File: config.mk
export PLATFORM = sky130hd
export DESIGN_NAME = div_seq_ctrl
export DESIGN_NICKNAME = d
export VERILOG_FILES = /design/src/rtl/div_seq_ctrl.sv
export SDC_FILE = /design/constraint.sdc
export NUM_CORES = 1
export LEC_CHECK = 0
export BUFFER_PORTS_ARGS = -buffer_cell sky130_fd_sc_hd__buf_2
export CAP_MARGIN = 20
export CELL_PAD_IN_SITES_DETAIL_PLACEMENT = 1
export CELL_PAD_IN_SITES_GLOBAL_PLACEMENT = 1
export CORE_UTILIZATION = 35
export CTS_BUF_LIST = sky130_fd_sc_hd__clkbuf_8
export DETAILED_ROUTE_END_ITERATION = 8
export GPL_TIMING_DRIVEN = 0
export PLACE_DENSITY = 0.81
export SLEW_MARGIN = 10
export SYNTH_ARGS = -nofsm -noshare
export SYNTH_HDL_FRONTEND = slang
export SYNTH_SLANG_ARGS = --single-unit
File: constraint.sdc
create_clock -name clk -period 2.1 [get_ports clk]
set_clock_uncertainty 0.2 [all_clocks]
set_input_delay 0.42 -clock clk [delete_from_list [all_inputs] [get_ports clk]]
set_output_delay 0.42 -clock clk [all_outputs]
set_load 0.02 [all_outputs]
File: src/rtl/div_seq_ctrl.sv
// div_seq_ctrl: sequencer between the M-extension issue logic and the radix-4 divider datapath.
// It takes one DIV/DIVU/REM/REMU request at a time and drives the datapath init/advance/last
// strobes. Divide-by-zero and signed overflow are detected at accept, and the fixed result
// replaces the datapath output. kill aborts any operation in progress.
// Optional feature: define DIV_FASTPATH_EN so that zero/overflow requests skip the datapath and
// respond one cycle after accept.
module div_seq_ctrl #(
    parameter int unsigned TAG_W = 5,
    parameter int unsigned ITER  = 16
) (
    input  logic             clk,
    input  logic             rst_n,
    input  logic             req_valid,
    output logic             req_ready,
    input  logic [1:0]       req_op,
    input  logic [31:0]      req_rs1,
    input  logic [31:0]      req_rs2,
    input  logic [TAG_W-1:0] req_tag,
    input  logic             kill,
    output logic             rsp_valid,
    input  logic             rsp_ready,
    output logic [31:0]      rsp_data,
    output logic [TAG_W-1:0] rsp_tag,
    output logic             busy,
    output logic [31:0]      div_dividend,
    output logic [31:0]      div_divisor,
    output logic             div_unsign,
    output logic             div_init,
    output logic             div_advance,
    output logic             div_last,
    input  logic [31:0]      div_quot,
    input  logic [31:0]      div_remd
);

    localparam int unsigned    CntW    = (ITER > 1) ? $clog2(ITER) : 1;
    localparam logic [CntW-1:0] CntLast = CntW'(ITER - 1);

    typedef enum logic [1:0] {StIdle, StIter, StLast, StDone} state_e;

    state_e            state_q, state_d;
    logic [CntW-1:0]   cnt_q, cnt_d;
    logic [1:0]        op_q;
    logic [31:0]       rs1_q, rs2_q;
    logic [TAG_W-1:0]  tag_q;
    logic              zero_q, ovf_q;
    logic [31:0]       rsp_data_q, rsp_data_d;
    logic [TAG_W-1:0]  rsp_tag_q, rsp_tag_d;

    logic accept;
    logic req_zero;
    logic req_ovf;
    logic fast;

    // Fixed result for the special cases: zero -> quot all-ones / rem dividend, ovf -> INT_MIN / 0.
    function automatic logic [31:0] special_val(input logic is_rem, input logic is_zero,
                                                input logic [31:0] dividend);
        if (is_zero) begin
            return is_rem ? dividend : 32'hFFFF_FFFF;
        end
        return is_rem ? 32'h0000_0000 : 32'h8000_0000;
    endfunction

    assign req_ready = (state_q == StIdle) & ~kill;
    assign accept    = req_valid & req_ready;
    assign req_zero  = (req_rs2 == 32'h0000_0000);
    assign req_ovf   = ~req_op[0] & (req_rs1 == 32'h8000_0000) & (req_rs2 == 32'hFFFF_FFFF);

`ifdef DIV_FASTPATH_EN
    assign fast = accept & (req_zero | req_ovf);
`else
    assign fast = 1'b0;
`endif

    // State, counter and response registers.
    always_ff @(posedge clk or negedge rst_n) begin
        if (!rst_n) begin
            state_q    <= StIdle;
            cnt_q      <= '0;
            rsp_data_q <= '0;
            rsp_tag_q  <= '0;
        end else begin
            state_q    <= state_d;
            cnt_q      <= cnt_d;
            rsp_data_q <= rsp_data_d;
            rsp_tag_q  <= rsp_tag_d;
        end
    end

    // Request latch: operands, op, tag and special-case flags are captured at accept.
    always_ff @(posedge clk or negedge rst_n) begin
        if (!rst_n) begin
            op_q   <= '0;
            rs1_q  <= '0;
            rs2_q  <= '0;
            tag_q  <= '0;
            zero_q <= 1'b0;
            ovf_q  <= 1'b0;
        end else if (accept) begin
            op_q   <= req_op;
            rs1_q  <= req_rs1;
            rs2_q  <= req_rs2;
            tag_q  <= req_tag;
            zero_q <= req_zero;
            ovf_q  <= req_ovf;
        end
    end

    // Next-state logic; kill overrides everything and returns to idle.
    always_comb begin
        state_d    = state_q;
        cnt_d      = cnt_q;
        rsp_data_d = rsp_data_q;
        rsp_tag_d  = rsp_tag_q;
        if (kill) begin
            state_d = StIdle;
            cnt_d   = '0;
        end else begin
            unique case (state_q)
                StIdle: begin
                    if (accept) begin
                        cnt_d = '0;
                        if (fast) begin
                            state_d    = StDone;
                            rsp_data_d = special_val(req_op[1], req_zero, req_rs1);
                            rsp_tag_d  = req_tag;
                        end else begin
                            state_d = StIter;
                        end
                    end
                end
                StIter: begin
                    cnt_d = cnt_q + 1'b1;
                    if (cnt_q == CntLast) begin
                        state_d = StLast;
                        cnt_d   = '0;
                    end
                end
                StLast: begin
                    state_d   = StDone;
                    rsp_tag_d = tag_q;
                    if (zero_q | ovf_q) begin
                        rsp_data_d = special_val(op_q[1], zero_q, rs1_q);
                    end else begin
                        rsp_data_d = op_q[1] ? div_remd : div_quot;
                    end
                end
                StDone: begin
                    if (rsp_ready) begin
                        state_d = StIdle;
                    end
                end
                default: state_d = StIdle;
            endcase
        end
    end

    // Outputs: strobes are decoded from state, so at most one is high in any cycle.
    always_comb begin
        busy         = (state_q != StIdle);
        rsp_valid    = (state_q == StDone);
        div_init     = accept & ~fast;
        div_advance  = (state_q == StIter);
        div_last     = (state_q == StLast);
        div_dividend = accept ? req_rs1 : rs1_q;
        div_divisor  = accept ? req_rs2 : rs2_q;
        div_unsign   = accept ? req_op[0] : op_q[0];
    end

    assign rsp_data = rsp_data_q;
    assign rsp_tag  = rsp_tag_q;

endmodule

[Word-level counts from Yosys, hierarchy flattened]
Index checks and enable logic that the tools add are counted.
Word-level totals
  register bits: 116
  input bits: 140
  output and inout bits: 108
Operators by class
  $add $sub $neg: 1
  equal/unequal tests: 9
  muxes and demuxes: 22
  bitwise gates (word level): 7
  reductions and logical operators: 7
Operator list (number)
  32-bit two-way mux: 8
  32-bit == test (second input constant): 2
  32-bit logical NOT: 1
  4-bit two-way mux: 3
  2-bit two-way mux: 4
  2-bit case mux with 4 select lines: 1
  4-bit case mux with 2 select lines: 1
  3-bit by 2-bit != test with 1-bit output (second input constant): 2
  1-bit two-way mux: 5
  4-bit by 1-bit adder with 4-bit output (second input constant): 1
  1-bit bitwise AND: 4
  2-bit == test (second input constant): 2
  4-bit == test (second input constant): 1
  2-bit AND reduction: 2
  3-bit != test (second input constant): 1
  3-bit AND reduction: 1
  3-bit nonzero test: 1
  2-bit by 1-bit == test with 1-bit output (second input constant): 1
  2-bit logical NOT: 1
  1-bit NOT: 2
  2-bit nonzero test: 1
  1-bit bitwise OR: 1

[Logic depth before layout (Yosys ltp)]
Gate-level depths: netlist of the first run.
  depth in word-level cells: 6
  depth in mapped cells: 8
  mapped depth without buffers: 7

[Worst setup path before layout of the first run]
No wires, ideal clock.
  path type: register -> output
  start point: reg state_q[0]
  end point: out div_dividend[22]
  arrival time: 1.648 ns
  slack: -0.168 ns
  cell stages (with the launch flop): 9
  path through: dfrtp_1 inv_1 ha_1 nor2b_2 nand2_2 inv_2 buf_2 nand2_1 nand2_1
Between the ends
  longest elaborated chain between the ends: 4
RTL lines
  start: declaration: RTL line 40  | state_e state_q, state_d;
  start signal: assignment: RTL line 77  | state_q <= StIdle;
  start signal: assignment: RTL line 82  | state_q <= state_d;
  2-bit logical NOT: RTL line 63  | assign req_ready = (state_q == StIdle) & ~kill;
  1-bit bitwise AND: RTL line 63
  net req_ready: RTL line 14  | output logic req_ready,
  1-bit bitwise AND: RTL line 64  | assign accept = req_valid & req_ready;
  net div_init: RTL line 28  | output logic div_init,
  32-bit two-way mux
  end: declaration: RTL line 25  | output logic [31:0] div_dividend,
The timed path passes the listed nets, and every way through them passes these cells.

[Worst setup path after layout of the first run]
  start point: reg state_q[0]
  end point: out div_dividend[20]
Between the ends
  longest elaborated chain between the ends: 4
RTL lines (RTL line)
  2-bit logical NOT: 63
  1-bit bitwise AND: 63
  1-bit bitwise AND: 64
  32-bit two-way mux
No other way between the ends.

==> results.txt, run 1 <==
----------------------------------------------------
[Outcome]
  Outcome ... finished with violations
  Violations in the final reports ... setup timing

[STA]
  Hold violation total from the final report ... 0
  Total of endpoints with negative setup slack in the final report ... 67
  Highest clock rate ... ~0.38 GHz
  Post-route minimum period ... between 2000 and 3000 ps
  Post-route worst setup slack ... -502.8 ps
  Least-Margin Pin Slew ... ~850 ps
  Minimum hold slack ... 27.39 ps
  Number of slew-limit violations in the final report ... 0
  Final total negative setup slack ... -30830 ps
  Relative slew margins ... 0.4304
  Tcrit/Tclk final ... 1.239
  Unrepaired setup endpoints after global routing ... true

[Layout]
  Final std cells w/o fill ... 1127
  Post-route cell area ... ~9000 um^2
  End-of-flow core utilization ... 0.5844
  Synth-to-Final Area Change ... 64.13%
  Share of cells above drive strength 1 ... 0.5261
  Antenna cell count ... 0
  Total Nets Final ... 1071

[Power]
  Max IR drop VDD ... about 0.00085 V
  Cell-internal power ... ~7.6 mW
  Switch share ... 0.4133
  Clock group share of total power ... 0.177
  Leakage power figure ... approximately 4.5 nW
  Overall Power ... around 13 mW
  Proportion of power drawn by flip-flops and latches ... 0.297
  Pwr per Cell Area ... around 1500 nW/um^2
  Net switching power of the design ... between 5 and 6 mW
  Power share of the combinational group ... 0.526

[Global route]
  Total congestion overflow ... 0
  Antenna violations before repair ... 0
  Wire length of the first global-routing pass ... between 30 and 40 mm
  Vias in the first global route ... 6169
  Largest net degree at the start of global routing ... 67
  Overall routing resource usage ... 0.2716

[Drt]
  Via density ... 5.154
  Mean routed wirelength per cell ... 19.20 um
  Initial drt markers ... 275
  Via count ... 5809
  Sum of routed wire length over all layers ... 21.63 mm
  Post-route DRC violation count ... 0
  Post-route antenna net violation count ... 0
  Number of search-and-repair iterations in the first detailed-routing pass ... 4

[Run]
  Count of maximum capacitance violations ... 0

[Placement]
  RePlAce Congestion ... roughly 0.81
  Post-detailed-placement cell area ... 7068 um^2
  Port Buffer Count ... about 250
  Count of placed standard cells including taps ... 1047
  HPWL Detailed ... ~15 mm
  Worst slack after detailed placement ... -411.9 ps

[Critical path]
  Crit path capture type ... primary output
  Startpoint types ... flop
  Slowest library cell on the worst path ... dfrtp_1
  Crit-path max cell delay ... 410 ps
  Dominant cell type by count on the critical path ... buf_12
  Worst setup path class ... flop to primary output
  Crit path cell chain ... inv_2, ha_4, nor2b_4, nand2_8, buf_12, buf_12, nand2_2, nand2_4, buf_6
  Signal arrival time at the worst endpoint ... between 1500 and 2000 ps
  Number of cells on the worst reg-to-reg path ... 10
  Flop2flop setup slack ... 50 ps
  Required @ worst endpoint ... between 1000 and 1500 ps
  Largest fanout on the critical path ... 10
  Startpoint of the most critical register-to-register path ... state_q[0]
  Capture instance of the worst register-to-register path ... tag_q[0]

[Clock tree]
  CTS Root Buffer Type ... clkbuf_8
  Total clock buffers created by CTS ... 17
  Reg clk slew, reported paths ... roughly 70 ps
  Clock tree from TritonCTS ... done
  Sink count of the clock tree ... 116
  Maximum clock path buffer count ... 2
  H-tree level count ... 4
  Clock insertion delay at the later pin of the skew report ... ~430 ps

[Yosys]
  Synth top area share ... 0.5383
  Count of flip-flops with a built-in enable after synthesis ... 0
  Fraction of the yosys area taken by sequential cells ... 0.5383
  Fraction of synthesized cell area in xor and xnor cells ... 0
  Async set-reset flop share out of synthesis ... 1.000
  Number of cells produced by synthesis ... between 600 and 700
  Post-Synthesis Mean Instance Area ... 8.826 um^2
  Simple-gate share of the synthesized area ... 0.2694
  Main combinational cell family by area after synthesis ... simple AND/OR/NAND/NOR gates
  Yosys Warn Count ... 0
  Cell type with the largest total area after synthesis ... dfrtp_1
  Primary FF master, synth ... dfrtp_1
  Register bit total from synthesis ... 116
  Post-synthesis cell area ... 5393 um^2
  Synthesized-area fraction occupied by ao, oa, aoi and oai cells ... 0.1234
  Mux contribution to synthesized area ... 0.01624
  Number of different library cells in the post-synthesis netlist ... 38
  Share of synthesized cell area in full adder, half adder and majority cells ... 0.01160
  Cell types occupying the most area after synthesis ... dfrtp_1, nand2_1, a221oi_1, nand2b_1, a21oi_1
  Net count after synthesis ... ~760

[Die]
  Horizontal extent of the die ... roughly 130 um
  Die height ... 126.1 um
  Count of standard-cell rows ... 45
  Starting density of the core ... 0.3561
  Area of the die ... approximately 16000 um^2
  Top-level I/O count ... 248
  Core Area ... 15150 um^2

[Min path]
  Class of the most critical hold timing path ... input pin to flop
  Worst Hold Depth ... 3
  Worst-case hold path end point ... rs1_q[5]
  Origin of the worst min-delay path ... req_rs1[5]

----------------------------------------------------
[synth_stat cells, types with 2 or more instances]
cell / count
nor4_1: 18
a21o_1: 2
ha_1: 5
nor2_1: 5
clkbuf_1: 13
buf_2: 23
inv_1: 6
a221oi_1: 31
nand2_1: 247
mux2_2: 6
dfrtp_1: 116
a21oi_1: 34
buf_4: 2
nand3_1: 4
nand4b_1: 2
nand4_1: 8
o21ai_0: 20
or4_1: 2
mux2i_1: 2
nand2b_1: 34
o21ai_1: 14
[sequential cells by signal, summed over array words and instances (netlist names)]
signal,count
state_q,2
tag_q,5
rs1_q,32
rs2_q,32
rsp_data,32
op_q,2
cnt_q,4
rsp_tag,5
zero_q,1
ovf_q,1
[worst max path at each step]
stage          startpoint                to  slack [ps]  cells after the start
2_1_floorplan  state_q[0]  div_dividend[22]          20                      8
3_3_place_gp        rst_n         rs2_q[12]       -1180                      1
3_5_place_dp   state_q[0]  div_dividend[20]        -410                      9
4_1_cts        state_q[0]  div_dividend[20]        -520                      9
5_1_grt        state_q[1]  div_dividend[29]        -600                      9
6_report       state_q[0]  div_dividend[20]        -500                      9
[routing by layer]
metal	up-vias	track usage	wire length [um]
met2	210	0.4696	11170
met3	32	0.06372	1215
met5	-	0	0
met4	0	0.09639	453
met1	2867	0.3307	8789
li1	2700	-	-
[cell families (layout without fill, tap and decap cells)]
family	after synthesis	in the layout
and+or+nand+nor	329	329
muxes	8	8
buffers and inverters	47	375
DFF	116	116
adders and majority gates	5	5
AOI/OAI and AO/OA	106	106
[power by group through the flow]
stage	sequential, mW	clock [mW]	combinational, mW
6_report	3.83	2.29	6.79
4_1_cts	3.74	2.32	6.16
3_3_place_gp	3.66	0	4.91
5_1_grt	3.93	2.42	7.28
2_1_floorplan	3.99	0	2.85
3_5_place_dp	3.71	0	5.03
[worst max-delay path, delay by kind of cell, from the launching register on]
kind,cells,cell delay (ps)
buffers and inverters,4,540
adder cells (fa/ha/maj),1,120
AND/OR/NAND/NOR,4,480
flip-flops,1,410
[layout by cell type, fill, tap and decap left out, types with 8 or more instances in the layout]
cell / n
o21ai_0: 20
buf_2: 190
a221oi_1: 31
nand4_1: 8
dfrtp_1: 116
buf_4: 32
clkbuf_1: 9
dlygate4sd3_1: 15
nor4_1: 16
a21oi_1: 33
buf_6: 71
clkbuf_8: 23
nand2_4: 16
nand2_2: 116
o21ai_1: 14
nand2_1: 115
nand2b_1: 34
[cell type report]
type                       count  area (um^2)
fill                        1732         6295
sequential                   116         2903
multi-input combinational    448         2748
timing repair buffer         295         2128
buffer                        40        356.6
clock buffer                  23        316.6
tap                          188        235.2
clock inverter                 9        123.9
inverter                       7        33.78
timing repair inverter         1        6.256
[timing repair]
item | CTS | global route
setup buffers | 24 | 10
resized for setup | 163 | 117
endpoints found under the hold margin | 64 | 0
pin swaps | 18 | 12
gates cloned | 4 | 0
hold buffers | 15 | 0
setup endpoints to repair | 67 | 85
Note: power is estimated with default switching activity, not from simulation.
==> inputs of run 2 (changes only) <==
--- a/config.mk
+++ b/config.mk
@@ -14,6 +14,7 @@
 export DETAILED_ROUTE_END_ITERATION = 8
 export GPL_TIMING_DRIVEN = 0
 export PLACE_DENSITY = 0.81
+export SETUP_SLACK_MARGIN = 0.05
 export SLEW_MARGIN = 10
 export SYNTH_ARGS = -nofsm -noshare
 export SYNTH_HDL_FRONTEND = slang
==> results.txt, run 2 (synthesized netlist as in run 1, its figures left out) <==
----------------------------------------------------
[Die]
  Top-level I/O count ... 248 (unchanged)
  Area of the die ... 15910 um^2 (unchanged)
  Starting density of the core ... 0.3561 (unchanged)
  Horizontal extent of the die ... 126.1 um (unchanged)
  Die height ... 126.1 um (unchanged)
  Core Area ... 15150 um^2 (unchanged)
  Count of standard-cell rows ... 45 (unchanged)

[Placement]
  RePlAce Congestion ... 0.8135 (+0.25%)
  Port Buffer Count ... 247 (unchanged)
  Post-detailed-placement cell area ... 7068 um^2 (unchanged)
  HPWL Detailed ... 14.91 mm (+0.21%)

[Drt]
  Post-route antenna net violation count ... 0 (unchanged)
  Post-route DRC violation count ... 0 (unchanged)
  Via count ... 5911 (+1.8%)
  Number of search-and-repair iterations in the first detailed-routing pass ... 4 (unchanged)
  Sum of routed wire length over all layers ... 22.28 mm (+3.0%)
  Mean routed wirelength per cell ... 19.78 um (+3.1%)
  Via density ... 5.250 (+1.8%)
  Initial drt markers ... 192 (-30%)

[Critical path]
  Signal arrival time at the worst endpoint ... 1990 ps (about the same)
  Capture instance of the worst register-to-register path ... cnt_q[3]
  Crit path capture type ... primary output
  Startpoint of the most critical register-to-register path ... state_q[0]
  Required @ worst endpoint ... 1480 ps (about the same)
  End point of the critical path ... div_divisor[20]
  Crit path from ... state_q[1]
  Startpoint types ... flop
  Number of cells on the worst reg-to-reg path ... 6 (-4)
  Flop2flop setup slack ... 30 ps (-20 ps)
  Worst setup path class ... flop to primary output
  Largest fanout on the critical path ... 6 (-4)

[Layout]
  End-of-flow core utilization ... 0.5832 (-0.001157)
  Most frequent cells in the layout ... buf_2, nand2_1, dfrtp_1
  Synth-to-Final Area Change ... 63.81%
  Total Nets Final ... 1070 (-0.093%)
  Share of cells above drive strength 1 ... 0.5080 (-0.01809)
  Fill cell count ... 1769 (+2.1%)
  Post-route cell area ... 8833 um^2 (-0.20%)
  Most common cell after layout, fill and taps aside ... buf_2

[STA]
  Least-Margin Pin Slew ... 896.0 ps (+49.34 ps)
  Tcrit/Tclk final ... 1.245 (+0.005142)
  Total of endpoints with negative setup slack in the final report ... 66 (-1.5%)
  Post-route worst setup slack ... -513.6 ps (-10.80 ps)
  Minimum hold slack ... 38.44 ps (+11.05 ps)
  Number of slew-limit violations in the final report ... 0 (unchanged)
  Relative slew margins ... 0.3972 (-0.03320)
  Post-route minimum period ... 2614 ps (+10.80 ps)
  Hold violation total from the final report ... 0 (unchanged)
  Highest clock rate ... 0.3826 GHz (-0.41%)
  Unrepaired setup endpoints after global routing ... true
  Final total negative setup slack ... -30550 ps (+274.3 ps)

[Global route]
  Antenna violations before repair ... 1 (+1)
  Wire length of the first global-routing pass ... 32.28 mm (-2.2%)
  Overall routing resource usage ... 0.2661 (-0.005506)
  Total congestion overflow ... 0 (unchanged)
  Largest net degree at the start of global routing ... 64 (-4.5%)
  Vias in the first global route ... 6023 (-2.4%)

[Clock tree]
  Clock tree from TritonCTS ... done
  Clock insertion delay at the later pin of the skew report ... 450 ps (+20 ps)
  CTS Root Buffer Type ... clkbuf_8
  Sink count of the clock tree ... 116 (unchanged)
  Maximum clock path buffer count ... 2 (unchanged)
  H-tree level count ... 4 (unchanged)
  Reg clk slew, reported paths ... 70 ps (about the same)
  Total clock buffers created by CTS ... 17 (unchanged)

[Run]
  Count of maximum capacitance violations ... 0 (unchanged)

[Power]
  Overall Power ... 12.80 mW (-0.86%)
  Leakage power figure ... 4.440 nW (-0.76%)
  Max IR drop VDD ... 0.0006652 V (-22%)
  Pwr per Cell Area ... 1449 nW/um^2 (-0.66%)

[Min path]
  Origin of the worst min-delay path ... req_rs1[18]
  Class of the most critical hold timing path ... input pin to flop

[Outcome]
  Outcome ... finished with violations
  Violations in the final reports ... setup timing

----------------------------------------------------
==> run 2: cell type report <==
cell class | count | area, um^2 | share of cell area
sequential | 116 | 2903 | 0.3286
clock buffer | 20 | 275.3 | 0.03116
timing repair buffer | 295 | 2145 | 0.2428
tap | 188 | 235.2 | 0.02663
multi-input combinational | 448 | 2719 | 0.3078
inverter | 7 | 38.79 | 0.004391
buffer | 40 | 381.6 | 0.04320
antenna | 1 | 2.502 | 0.0002833
clock inverter | 11 | 133.9 | 0.01516
==> run 2: where the power goes <==
| group | internal [mW] | switching (mW) | leakage [nW] |
|---|---|---|---|
| logic | 2.96 | 3.81 | 2.77 |
| clock network | 1.25 | 0.953 | 0.211 |
| registers | 3.21 | 0.616 | 1.46 |
| total | 7.42 | 5.38 | 4.44 |
==> run 2: critical path, cell delays in order, from the launching register on <==
cell and delay, ps:
dfrtp_1 390, inv_2 90, ha_4 150, nor2b_4 170, nand2_4 120, clkbuf_16 190
clkbuf_16 160, nand2_2 80, nand2_2 70, buf_6 130
==> run 2: routing by layer <==
layer,vias up,share of wire,GRT usage
met5,-,0,0
met4,0,0.025,0.08859
met3,47,0.056,0.05862
met2,209,0.52,0.4547
met1,2956,0.40,0.3332
li1,2699,-,-
==> run 2: worst min-delay path by stage <==
stage                            to  cells past startpoint
after floorplan            cnt_q[0]                      0
after global placement      op_q[0]                      2
after detailed placement  rs1_q[14]                      1
after CTS                  rs2_q[2]                      3
after global routing       rs1_q[4]                      3
final                     rs1_q[18]                      3
==> run 2: stage by stage <==
stage	cells	worst slack (ps)
final	1126	-513.6
after global routing	1126	-613.8
after CTS	1107	-539.8
after detailed placement	1047	-412.9
after global placement	1046	-1195
after floorplan	611	23.17
==> run 2: what timing repair did <==
item	CTS	global route
buffers inserted	4	16
hold endpoints to repair	77	0
resized for setup	51	242
setup endpoints to repair	70	96
cloned	0	2
hold buffers	25	0
pin swaps	1	24
==> inputs of run 3 (changes only) <==
--- a/config.mk
+++ b/config.mk
@@ -13,7 +13,7 @@
 export CTS_BUF_LIST = sky130_fd_sc_hd__clkbuf_8
 export DETAILED_ROUTE_END_ITERATION = 8
 export GPL_TIMING_DRIVEN = 0
-export PLACE_DENSITY = 0.81
+export PLACE_DENSITY_LB_ADDON = 0.25
 export SETUP_SLACK_MARGIN = 0.05
 export SLEW_MARGIN = 10
 export SYNTH_ARGS = -nofsm -noshare
==> results.txt, run 3 (synthesized netlist as in run 1, its figures left out) <==
----------------------------------------------------
[Die]
  Die height ... 126.1 um (unchanged)
  Horizontal extent of the die ... 126.1 um (unchanged)
  Top-level I/O count ... 248 (unchanged)
  Core Area ... 15150 um^2 (unchanged)
  Area of the die ... 15910 um^2 (unchanged)
  Count of standard-cell rows ... 45 (unchanged)
  Starting density of the core ... 0.3561 (unchanged)

[Critical path]
  Slowest library cell on the worst path ... dfrtp_1
  Dominant cell type by count on the critical path ... buf_6
  Signal arrival time at the worst endpoint ... 2050 ps (+60 ps)
  Crit path capture type ... primary output
  Crit path from ... state_q[0]
  Largest fanout on the critical path ... 10 (+4)
  Crit-path max cell delay ... 390 ps (about the same)
  Startpoint of the most critical register-to-register path ... state_q[0]
  Crit path cell chain ... inv_2, ha_4, nor2b_4, nand2_8, clkinv_8, buf_6, nand2_1, nand2_2, buf_6
  Flop2flop setup slack ... -220 ps (-250 ps)
  Startpoint types ... flop
  Worst setup path class ... flop to primary output
  Required @ worst endpoint ... 1480 ps (about the same)
  Number of cells on the worst reg-to-reg path ... 14 (+8)

[Placement]
  HPWL Detailed ... 15.38 mm (+3.2%)
  Worst slack after detailed placement ... -410.7 ps (+2.262 ps)
  Count of placed standard cells including taps ... 1047 (unchanged)
  Post-detailed-placement cell area ... 7068 um^2 (unchanged)
  Port Buffer Count ... 247 (unchanged)
  RePlAce Congestion ... 0.8920 (+9.6%)

[Drt]
  Post-route antenna net violation count ... 0 (unchanged)
  Via density ... 5.352 (+1.9%)
  Post-route DRC violation count ... 0 (unchanged)
  Via count ... 6240 (+5.6%)
  Initial drt markers ... 338 (+76%)
  Number of search-and-repair iterations in the first detailed-routing pass ... 5 (+1)
  Sum of routed wire length over all layers ... 25.63 mm (+15%)
  Mean routed wirelength per cell ... 21.98 um (+11%)

[STA]
  Relative slew margins ... 0.3929 (-0.004272)
  Unrepaired setup endpoints after global routing ... true
  Post-route minimum period ... 2666 ps (+51.92 ps)
  Hold violation total from the final report ... 0 (unchanged)
  Total of endpoints with negative setup slack in the final report ... 68 (+3.0%)
  Highest clock rate ... 0.3752 GHz (-1.9%)
  Least-Margin Pin Slew ... 902.4 ps (+6.350 ps)
  Number of slew-limit violations in the final report ... 0 (unchanged)
  Post-route worst setup slack ... -565.5 ps (-51.92 ps)
  Tcrit/Tclk final ... 1.269 (+0.02473)

[Outcome]
  Outcome ... finished with violations
  Violations in the final reports ... setup timing

[Global route]
  Total congestion overflow ... 0 (unchanged)
  Overall routing resource usage ... 0.2956 (+0.02949)
  Wire length of the first global-routing pass ... 35.85 mm (+11%)
  Largest net degree at the start of global routing ... 63 (-1.6%)
  Vias in the first global route ... 6632 (+10%)
  Antenna violations before repair ... 0 (-1)

[Clock tree]
  H-tree level count ... 4 (unchanged)
  Clock tree from TritonCTS ... done
  Reg clk slew, reported paths ... 70 ps (about the same)
  Total clock buffers created by CTS ... 17 (unchanged)
  CTS Root Buffer Type ... clkbuf_8
  Sink count of the clock tree ... 116 (unchanged)
  Clock insertion delay at the later pin of the skew report ... 460 ps (about the same)
  Maximum clock path buffer count ... 2 (unchanged)

[Power]
  Leakage power figure ... 4.803 nW (+8.2%)
  Max IR drop VDD ... 0.001001 V (+50%)
  Pwr per Cell Area ... 1488 nW/um^2 (+2.7%)

[Layout]
  Total Nets Final ... 1110 (+3.7%)
  Most frequent cells in the layout ... buf_2, nand2_1, dfrtp_1
  Post-route cell area ... 9539 um^2 (+8.0%)
  Synth-to-Final Area Change ... 76.89%
  End-of-flow core utilization ... 0.6298 (+0.04659)
  Final std cells w/o fill ... 1166 (+3.6%)
  Most common cell after layout, fill and taps aside ... buf_2
  Share of cells above drive strength 1 ... 0.5460 (+0.03801)
  Antenna cell count ... 0 (-1)

[Min path]
  Origin of the worst min-delay path ... req_rs1[26]
  Worst Hold Depth ... 3 (unchanged)
  Class of the most critical hold timing path ... input pin to flop

[Run]
  Count of maximum capacitance violations ... 0 (unchanged)

----------------------------------------------------
[run 3: cell types whose count changed in the layout (fill, tap and decap cells not counted), sizes merged]
cell / previous run / this run
buf: 294 / 339
bufinv: 3 / 4
clkinv: 6 / 7
diode: 1 / 0
dlygate4sd3: 25 / 18
inv: 7 / 8
[run 3: critical path: cells and delay by family, from the launching register on]
family                     cells  cell delay [ps]
DFF                            1              390
buffers and inverters          4              500
adders and majority gates      1              140
and+or+nand+nor                4              560
[run 3: final cells by class]
| cell class | instances | area [um^2] |
|---|---|---|
| clock inverters | 14 | 185.2 |
| fillers | 1682 | 5607 |
| multi-input cells | 448 | 3000 |
| repair buffers | 335 | 2575 |
| well taps | 188 | 235.2 |
| plain buffers | 40 | 354.1 |
| clock buffers | 18 | 247.7 |
| inverters | 7 | 38.79 |
| flip-flops and latches | 116 | 2903 |
[run 3: routing by layer]
metal	part of all wire	GRT usage	wire length, um	vias up
met5	0	0	0	-
met4	0.038	0.1077	986	0
met3	0.062	0.07052	1598	68
met2	0.52	0.5210	13370	274
met1	0.38	0.3496	9668	3113
li1	-	-	-	2785
[run 3: repair_timing]
item	CTS	global route
resized for setup	184	167
hold buffers	18	0
pin swaps	23	58
endpoints found under the hold margin	71	0
cloned	4	4
endpoints found under the setup margin	70	91
buffers inserted	23	44
[run 3: final timing paths]
kind	to
max	div_divisor[25]
min	rs1_q[26]
max reg2reg	rs2_q[26]
min reg2reg	rsp_data[30]
max in group asynchronous	rs2_q[29]
min in group asynchronous	rs1_q[16]
[run 3: power by group]
part | switching [mW] | internal (mW)
Clock | 1.01 | 1.32
Sequential | 0.764 | 3.22
Combinational | 4.24 | 3.64
[run 3: per-stage QoR]
stage / setup TNS (ps) / total power, mW / hold WS, ps
2_1_floorplan: 0 / 6.837 / -75.59
3_3_place_gp: -144880 / 8.577 / 250.6
3_5_place_dp: -22530 / 8.782 / 215.0
4_1_cts: -31720 / 12.40 / 2.330
5_1_grt: -40290 / 14.84 / 26.78
6_report: -34770 / 14.20 / 30.61
